`src/rtl/sequential_multiplier_pkg.sv`:
```
// rtl/sequential_multiplier_pkg.sv - shared types and constants for the Booth multiplier
package sequential_multiplier_pkg;

    // Controller states
    typedef enum logic [1:0] {
        IDLE = 2'd0,
        BUSY = 2'd1,
        DONE = 2'd2
    } state_t;

    // Step counter width for an operand width w (must hold 0..w)
    function automatic int cnt_width(input int w);
        return $clog2(w + 1);
    endfunction

    // Counter width for the default 32-bit operand width
    localparam int CNT_W = cnt_width(32);

    // Booth recode of the {Q[0], Q-1} pair; 00 and 11 leave ACC unchanged
    localparam logic [1:0] BOOTH_ADD = 2'b01;
    localparam logic [1:0] BOOTH_SUB = 2'b10;

endpackage

```
`src/rtl/sequential_multiplier_booth_step.sv`:
```
// rtl/sequential_multiplier_booth_step.sv - one combinational radix-2 Booth step
module sequential_multiplier_booth_step
    import sequential_multiplier_pkg::*;
#(
    parameter int W = 32
) (
    input  logic [W:0]   acc,
    input  logic [W:0]   m,
    input  logic [W-1:0] q,
    input  logic         q_m1,
    output logic [W:0]   acc_next,
    output logic [W-1:0] q_next,
    output logic         q_m1_next
);

    logic [W:0] sum;

    // Add/subtract the multiplicand, then arithmetic-shift {ACC, Q, Q-1} right by one
    always_comb begin
        sum = acc;
        case ({q[0], q_m1})
            BOOTH_ADD: sum = acc + m;
            BOOTH_SUB: sum = acc - m;
            default:   sum = acc;
        endcase
        acc_next  = {sum[W], sum[W:1]};
        q_next    = {sum[0], q[W-1:1]};
        q_m1_next = q[0];
    end

endmodule

```
`src/rtl/sequential_multiplier.sv`:
```
// rtl/sequential_multiplier.sv - iterative signed WxW->2W Booth multiplier with start/done
module sequential_multiplier
    import sequential_multiplier_pkg::*;
#(
    parameter int W = 32
) (
    input  logic           clk,
    input  logic           rst,
    input  logic           start,
    input  logic [W-1:0]   a,
    input  logic [W-1:0]   b,
    output logic [2*W-1:0] product,
    output logic           done
);

    localparam int CNT_BITS = cnt_width(W);

    state_t              state;
    state_t              next_state;
    logic                load;
    logic                last;

    logic [W:0]          acc;
    logic [W:0]          m;
    logic [W-1:0]        q;
    logic                q_m1;
    logic [CNT_BITS-1:0] count;

    logic [W:0]          acc_nx;
    logic [W-1:0]        q_nx;
    logic                q_m1_nx;

    sequential_multiplier_booth_step #(
        .W (W)
    ) u_booth_step (
        .acc       (acc),
        .m         (m),
        .q         (q),
        .q_m1      (q_m1),
        .acc_next  (acc_nx),
        .q_next    (q_nx),
        .q_m1_next (q_m1_nx)
    );

    // State register
    always_ff @(posedge clk or negedge rst) begin
        if (!rst) begin
            state <= IDLE;
        end else begin
            state <= next_state;
        end
    end

    // Next-state logic; start is only honoured outside BUSY
    always_comb begin
        next_state = state;
        load       = 1'b0;
        last       = 1'b0;
        case (state)
            IDLE, DONE: begin
                if (start) begin
                    load       = 1'b1;
                    next_state = BUSY;
                end
            end
            BUSY: begin
                if (count == CNT_BITS'(W - 1)) begin
                    last       = 1'b1;
                    next_state = DONE;
                end
            end
            default: next_state = IDLE;
        endcase
    end

    // Datapath: load operands, run Booth steps, capture the result on the final step
    always_ff @(posedge clk or negedge rst) begin
        if (!rst) begin
            acc     <= '0;
            m       <= '0;
            q       <= '0;
            q_m1    <= 1'b0;
            count   <= '0;
            product <= '0;
            done    <= 1'b0;
        end else if (load) begin
            acc     <= '0;
            m       <= {a[W-1], a};
            q       <= b;
            q_m1    <= 1'b0;
            count   <= '0;
            done    <= 1'b0;
        end else if (state == BUSY) begin
            acc     <= acc_nx;
            q       <= q_nx;
            q_m1    <= q_m1_nx;
            count   <= count + CNT_BITS'(1);
            if (last) begin
                product <= {acc_nx[W-1:0], q_nx};
                done    <= 1'b1;
            end
        end
    end

endmodule

```
`config.mk`:
```
export PLATFORM = sky130hd
export DESIGN_NAME = sequential_multiplier
export DESIGN_NICKNAME = d
export VERILOG_FILES = /design/src/rtl/sequential_multiplier_pkg.sv /design/src/rtl/sequential_multiplier_booth_step.sv /design/src/rtl/sequential_multiplier.sv
export SDC_FILE = /design/constraint.sdc
export NUM_CORES = 1
export LEC_CHECK = 0
export CORE_ASPECT_RATIO = 1.1
export CORE_MARGIN = 5
export CORE_UTILIZATION = 55
export CTS_BUF_LIST = sky130_fd_sc_hd__clkbuf_16
export CTS_CLUSTER_DIAMETER = 80
export CTS_CLUSTER_SIZE = 14
export DETAILED_ROUTE_END_ITERATION = 16
export PLACE_DENSITY = 0.91
export SETUP_SLACK_MARGIN = 0.02
export SLEW_MARGIN = 40
export SYNTH_ARGS = -nofsm -noshare
export SYNTH_HDL_FRONTEND = slang
export SYNTH_SLANG_ARGS = --single-unit
```
`constraint.sdc`:
```
create_clock -name clk -period 5.1 [get_ports clk]
set_input_delay 0.51 -clock clk [delete_from_list [all_inputs] [get_ports clk]]
set_output_delay 0.51 -clock clk [all_outputs]
set_load 0.03 [all_outputs]
```
## After elaboration in Yosys (flattened, before gate mapping)

Index checks and enable logic that the tools add are counted.

| operators by class | value |
|---|---|
| add/sub/neg operators | 3 |
| eq/ne operators | 7 |
| multiplexer cells | 19 |
| bitwise gates (word level) | 1 |
| reduce and logical (&&, ||, !) cells | 7 |

Operators with widths:

| cell | count |
|---|---|
| 2-to-1 mux 33 bit | 2 |
| one-hot mux 33 bit (2 select lines) | 1 |
| 2-to-1 mux 32 bit | 2 |
| adder 33 bit | 1 |
| subtractor 33 bit | 1 |
| 2-to-1 mux 6 bit | 2 |
| 2-to-1 mux 1 bit | 9 |
| adder 6 x 1 -> 6 bit, second input constant | 1 |
| == test 6 x 5 -> 1 bit, second input constant | 1 |
| == test 2 x 1 -> 1 bit, second input constant | 2 |
| == test 2 bit, second input constant | 2 |
| 2-to-1 mux 2 bit | 2 |
| inequality test 2 bit, second input constant | 2 |
| one-hot mux 2 bit (2 select lines) | 1 |
| AND reduction 2 bit | 2 |
| nonzero test 2 bit | 2 |
| AND reduction 3 bit | 1 |
| logical NOT 2 bit | 1 |
| OR reduction 2 bit | 1 |
| inverter 1 bit | 1 |

| storage, ports and cells | value |
|---|---|
| register bits | 171 |
| bits of input ports | 67 |
| output and inout port bits | 65 |
| word-level logic and storage cells | 45 |

## Longest topological paths before layout

Gate-level depths: netlist of the first run.

| depth | value |
|---|---|
| word-level depth | 6 |
| mapped depth | 19 |
| depth with buffers taken out | 18 |

## By module

Synthesis of the first run repeated with hierarchy kept, for this count alone.

| unflattened totals | value |
|---|---|
| cell total of the unflattened synthesis | 984 |
| area total of the unflattened synthesis | 9572.9 µm² |

Modules (own cells, without submodules):

| module | times used | cells each | area an instance (µm²) | seq. area each (µm²) |
|---|---|---|---|---|
| sequential_multiplier | 1 | 527 | 6561.3 | 4279.1 |
| sequential_multiplier_booth_step | 1 | 457 | 3011.6 | 0.0 |

## Least setup slack after synthesis of the first run

No wires, ideal clock.

| path | value |
|---|---|
| kind | register to register |
| start point | reg q_m1 |
| end point | reg product[63] |
| setup time | 0.126 ns |
| data arrival time | 4.062 ns |
| required time | 4.974 ns |
| setup slack | 0.912 ns |
| cell stages (with the launch flop) | 16 |
| path buffers | 2 |
| period minus slack after synthesis | 4.188 ns |
| cells stage by stage | dfrtp_1 inv_1 ha_1 clkbuf_1 clkbuf_1 mux2i_1 fa_1 a21o_1 a311o_1 a221o_2 a221oi_2 o21ai_2 a41o_1 a211o_1 xor2_1 a221o_1 |

| between the ends | value |
|---|---|
| longest elaborated chain between the ends | 2 |
| elaborated cells on any way between the ends | 3 |
| those cells by class | 2 x eq/ne; 1 x mux |

RTL lines:

| what | RTL line | source |
|---|---|---|
| from (decl) | sequential_multiplier.sv:26 | `logic q_m1;` |
| from (signal assigned) | sequential_multiplier.sv:96 | `q_m1 <= q_m1_nx;` |
| == test 2 bit / == test 2 x 1 -> 1 bit (equally long branches) | sequential_multiplier_booth_step.sv:21 | `case ({q[0], q_m1})` |
| one-hot mux 33 bit (2 select lines) * | sequential_multiplier_booth_step.sv:21 |  |
| to (signal assigned) | sequential_multiplier.sv:99 | `product <= {acc_nx[W-1:0], q_nx};` |
| to (decl) | sequential_multiplier.sv:12 | `output logic [2*W-1:0] product,` |

Mark *: on every way between the ends. The rest lies on a longest branch, timed or not.
A chain may end at the register's enable or synchronous reset.

## Worst setup path after layout of the first run

| path | value |
|---|---|
| start point | reg m[7] |
| end point | reg product[63] |

| between the ends | value |
|---|---|
| longest elaborated chain between the ends | 2 |
| elaborated cells on any way between the ends | 3 |
| those cells by class | 2 x add/sub; 1 x mux |

RTL lines:

| what | RTL line | source |
|---|---|---|
| from (decl) | sequential_multiplier.sv:24 | `logic [W:0] m;` |
| from (signal assigned) | sequential_multiplier.sv:88 | `m <= {a[W-1], a};` |
| subtractor 33 bit / adder 33 bit (equally long branches) | sequential_multiplier_booth_step.sv:23, sequential_multiplier_booth_step.sv:22 |  |
| one-hot mux 33 bit (2 select lines) * | sequential_multiplier_booth_step.sv:21 |  |

Marked as above.

==> results of run 1 <==
cell families (layout without fill, tap and decap cells):
kind of cell               Yosys count  in the layout  share of synthesized area, %
AOI/OAI and AO/OA                  254            254                          16.9
xor gates and xnor gates            63             63                          5.94
adders and majority gates           36             36                          4.93
buffers and inverters               79            192                          3.19
DFF                                170            170                          45.8
muxes                               13             13                          1.47
and+or+nand+nor                    490            490                          21.8
registers in the layout (all words and copies together) (netlist names):
name,flops
q_m1,1
product,64
m,32
state,2
count,6
acc,32
done,1
q,32
worst max-delay path, delay by kind of cell (launching register included):
family / cells / cell delay [ps]
buffers and inverters: 1 / 170
adders and majority gates: 1 / 350
and+or+nand+nor: 7 / 1690
DFF: 1 / 420
xor gates and xnor gates: 2 / 370
AOI/OAI and AO/OA: 6 / 1450
final cells by class:
class	instances	area, um^2	area share, %
Multi-Input combinational cell	856	4800	42.1
Sequential cell	170	4250	37.3
Timing Repair Buffer	145	1460	12.8
Clock buffer	17	425	3.73
Tap cell	204	255	2.24
Clock inverter	14	139	1.22
Inverter	16	60.1	0.527
placed cells by master, fill, tap and decap left out, types with 4 or more instances in the layout:
cell,n
o21ai_0,82
a21o_1,9
ha_1,34
mux2_2,4
inv_1,16
clkbuf_16,17
a31oi_1,19
xor2_1,21
o41ai_1,4
or3_1,4
nand2_1,332
nand4_1,4
buf_4,12
clkinv_4,4
nand3_1,15
o21a_1,5
and3_1,6
xnor2_1,42
o21bai_1,5
a22o_1,10
a22oi_1,17
mux2i_1,8
nor2_1,72
nor2b_1,5
a211o_1,5
clkdlybuf4s50_1,130
nand2b_1,6
dfrtp_1,170
nor3_1,22
a21oi_1,69
how the worst max path moves through the flow:
| stage | startpoint | to | cells after the start |
|---|---|---|---|
| 2_1_floorplan | q_m1 | product[63] | 15 |
| 3_3_place_gp | m[7] | product[63] | 17 |
| 3_5_place_dp | m[7] | product[62] | 15 |
| 4_1_cts | m[7] | product[63] | 16 |
| 5_1_grt | m[7] | product[63] | 17 |
| 6_report | m[7] | product[63] | 17 |
through the flow:
step / util [%] / hold WS (ps) / worst slack, ps / area (um^2)
finish: 69.1 / 67.6 / 524 / 11400
global route: 69.1 / 119 / 272 / 11400
CTS: 69.1 / 94.6 / 596 / 11400
detailed placement: 65.7 / 462 / 610 / 10800
global placement: 65.2 / 457 / 766 / 10800
floorplan: - / 214 / 912 / 9300
per-layer routing:
metal	GRT usage [%]	vias up	share of wire, %
li1	-	3988	-
met5	0	-	0
met1	33.8	4110	41
met2	43.4	404	48
met4	9.98	0	2.7
met3	6.92	71	9.1
==> run metrics, run 1 <==
outcome complete, no violations; slowest cell delay on critical path ~420 ps; routability cong. 0.956; DRC Markers 0; Longest Clk Path Bufs 2; Worst path slowest cell dfrtp_1; Worst Path Class, Setup flop to flop; non-filler cells, final approximately 1400; Synth Register Bits 170; WL per Instance 18.1 um; Hold Buf Count CTS 0; clk_skew ~13 ps; core box area ~16000 um^2; syn_area_per_cell about 8.4 um^2; DP Cell Count between 1000 and 1500; synth unique cells 56; largest net degree at the start of global routing 70; H-tree Lvls 4; Final Critical Period 4580 ps; top-area cell type share of the netlist area a little under half; nets 1309; DR vias/cell approximately 6.0; total CTS buffers 17; Cell Area, Synth between 9000 and 10000 um^2; post-route ant nets 0; r2r setup slk 520 ps; Max-Cap Viols 0; Detailed Route Iter0 Violations 826; Tcrit/Tclk final 89.7%; final hold violation count 0; Slew headroom roughly half; clock-pin slew on the worst setup and hold paths about 70 ps; Post-synth top cells 333 x nand2_1, 170 x dfrtp_1, 82 x o21ai_0; Post-CTS Setup Repair Bufs 0; Setup crit end kind flop; clk sinks 170; Die X about 130 um; Yosys Warn Count 0; effective utilization at floorplan between 50% and 60%; crit path DAT approximately 4900 ps; Boundary Pins 132; die area just under 20000 um^2; RSZ-0062 raised after global routing false; initial antenna violation count 0; max-slew violations 0; vias after detailed routing 8573; post-DP HPWL around 18000 um; share of post-route cells with drive strength above 1 under 10%; top_reg_cell synth dfrtp_1; CP max FO 7; Max Clock Freq between 0.2 and 0.25 GHz; Hold Crit Class primary input to async pin; post_cts resized 0; Critical Path RT 5420 ps; first-pass GRT wire length approximately 42000 um; most frequent cell after synthesis nand2_1; Cells after Synth approximately 1100; Startpoint Class flop; top area cells in the synthesized netlist dfrtp_1 46%, nand2_1 13%, ha_1 4.7%; post-synthesis sequential area ratio 45.8%; most frequent CP cell nor3_1; reg2reg start m[7]; Post-synth EDFFs 0; CTS tree built; Final setup viols 0; # diodes 0; Pre-antenna DRT Iters 6; Area Growth Syn to Fin 22.6%; Cell Chain, Critical Path nor4_1 > nand2b_1 > nor3b_1 > buf_4 > nand3b_1 > nor3_1 > nor2_1 > xnor2_1 > ha_1 > a21oi_1 > o21ai_0 > nor3_1 > o21ai_2 > a41o_1 > a211o_1 > xor2_1 > a221o_1; Skew-Pair Late Insertion Delay roughly 440 ps; GRT Util Overall roughly a quarter; post-synthesis async set-or-reset flop share 100%; Root Driver clkbuf_16; port buffer count about 130; worst reg2reg path depth 17; vias in the first global route about 8500; setup TNS 0 ps; number of fill cells between 1000 and 1500; GR Overflow Total 0; Core Rows a little under 50; Die Height ~150 um; top cell type by total area after synthesis dfrtp_1; syn nets 1208; actual slew at the worst max-slew pin 731 ps; WL final 25800 um; RR Endpoint product[63]
Power of run 1 is left out: the tool's default activity adds up to more than one toggle a clock period on the data nets, which glitch-free logic cannot reach.
==> run 2, diff against run 1 <==
Settings changed: CORE_MARGIN 5 to default.
==> run metrics, run 2 (synthesis results as in run 1) <==
outcome complete, no violations; vias in the first global route 8412 (-0.80%); port buffer count 131 (unchanged); Area Growth Syn to Fin 23.4%; WL per Instance 17.9 um (-1.4%); share of post-route cells with drive strength above 1 5.25% (+0.078 points); RR Endpoint product[63]; Critical Path RT 5430 ps (about the same); Final setup viols 0 (unchanged); post-DP HPWL 17400 um (-2.7%); Root Driver clkbuf_16; Longest Clk Path Bufs 2 (unchanged); max-slew violations 0 (unchanged); largest net degree at the start of global routing 95 (+36%); Core Rows 49 (unchanged); commonest non-fill, non-tap cells in the layout 332 x nand2_1, 170 x dfrtp_1, 130 x clkdlybuf4s50_1, 82 x o21ai_0, 72 x nor2_1; Worst path slowest cell nor3_1; Detailed Route Iter0 Violations 646 (-22%); Placed Area 10800 um^2 (-0.14%); max reg flops 64 (unchanged); setup TNS 0 ps (unchanged); most frequent CP cell nor3_1; r2r setup slk 570 ps (+50 ps); Die X 126 um (-6.0%); RSZ-0062 raised after global routing false; reg2reg start m[7]; Max-Cap Viols 0 (unchanged); Skew-Pair Late Insertion Delay 440 ps (about the same); Max Clock Freq 0.221 GHz (+1.0%); Reg with most FFs product; fin area 11500 um^2 (+0.73%); clock-pin slew on the worst setup and hold paths 70 ps (about the same); Worst Path Class, Setup flop to flop; actual slew at the worst max-slew pin 814 ps (+82.9 ps); vias after detailed routing 8365 (-2.4%); slowest cell delay on critical path 440 ps (+20 ps); # diodes 0 (unchanged); clk sinks 170 (unchanged); Cell Chain, Critical Path nor4_1 > nand2b_1 > nor3b_1 > buf_4 > nand3b_1 > nor3_1 > nor2_1 > xnor2_1 > ha_1 > a21oi_1 > o21ai_0 > nor3_1 > o21ai_2 > a41o_1 > a211o_1 > xor2_1 > a221o_1; first-pass GRT wire length 41800 um (-0.51%); GR Overflow Total 0 (unchanged); H-tree Lvls 4 (unchanged); Startpoint Class flop; Hold Buf Count CTS 0 (unchanged); post-route ant nets 0 (unchanged); CTS tree built; Die Height 138 um (-5.5%); clk_skew 13.8 ps (+0.449 ps); Boundary Pins 132 (unchanged); post_cts resized 0 (unchanged); Setup crit end kind flop; GRT Util Overall 30.4% (+3.9 points); crit path DAT 4860 ps (-30 ps); number of fill cells 1218 (unchanged); final hold violation count 0 (unchanged); routability cong. 0.951 (-0.53%); WL final 25400 um (-1.3%); Slew headroom 45.0% (-5.6 points); core box area 16400 um^2 (-0.37%); DRC Markers 0 (unchanged); Tcrit/Tclk final 88.8% (-0.90 points); commonest non-fill, non-tap cell in the layout nand2_1; nets 1309 (unchanged); effective utilization at floorplan 56.6% (+0.21 points); Hold Crit Class primary input to async pin; Final Critical Period 4530 ps (-46.0 ps); Pre-antenna DRT Iters 5 (-1); total CTS buffers 17 (unchanged); worst reg2reg path depth 17 (unchanged); initial antenna violation count 0 (unchanged); CP max FO 7 (unchanged); Post-CTS Setup Repair Bufs 0 (unchanged); die area 17400 um^2 (-11%); DR vias/cell 5.88 (-2.5%)
run 2: cell types whose count changed in the layout (fill, tap and decap cells not counted), sizes merged:
cell / previous run / this run
clkinv: 7 / 6
clkbuf: 17 / 18
clkinvlp: 1 / 0
bufinv: 1 / 4
buf: 15 / 14
run 2: per-layer routing:
metal  vias to the layer above  wire length, um  track usage, %  part of all wire [%]
li1                       3970                -               -                     -
met1                      3992            10600            38.4                    42
met2                       354            12200            50.4                    48
met3                        49             2060            7.47                   8.1
met4                         0              625            11.4                   2.5
met5                         -                0               0                     0
run 2: final cells by class:
type / instances / area [um^2] / share of cell area [%]
multi-input cells: 856 / 4810 / 41.9
flip-flops and latches: 170 / 4250 / 37.1
repair buffers: 145 / 1460 / 12.7
clock buffers: 17 / 425 / 3.71
well taps: 204 / 255 / 2.22
clock inverters: 15 / 210 / 1.83
inverters: 16 / 60.1 / 0.523
run 2: how the worst max path moves through the flow:
stage	startpoint	end	slack [ps]	depth (start not counted)
floorplan	q_m1	product[63]	910	15
global placement	m[7]	product[63]	710	17
detailed placement	m[7]	product[63]	650	17
CTS	m[7]	product[63]	620	17
global route	m[7]	product[63]	110	17
finish	m[7]	product[63]	570	17
run 2: metrics by stage:
stage | setup slack, ps | hold slack (ps) | util [%] | cells
6_report | 570 | 135 | 69.8 | 1423
5_1_grt | 105 | 197 | 69.8 | 1423
4_1_cts | 622 | 188 | 69.7 | 1423
3_5_place_dp | 654 | 461 | 65.8 | 1391
3_3_place_gp | 714 | 458 | 65.4 | 1389
2_1_floorplan | 912 | 214 | - | 1105
run 2: worst max-delay path: cells and delay by family, from the launching register on:
family | cells | cell delay [ps]
compound gates | 6 | 1430
xor+xnor | 2 | 300
buf+inv | 1 | 170
flops | 1 | 420
simple gates | 7 | 1710
fa+ha+maj | 1 | 380
Power of run 2 is left out for the same reason.
==> run 3, diff against run 2 <==
Settings changed: CAP_MARGIN from default to 40.
==> results of run 3 <==
No change in the layout: final DEF, timing and power equal those of run 2.
Power of run 3 is left out for the same reason.
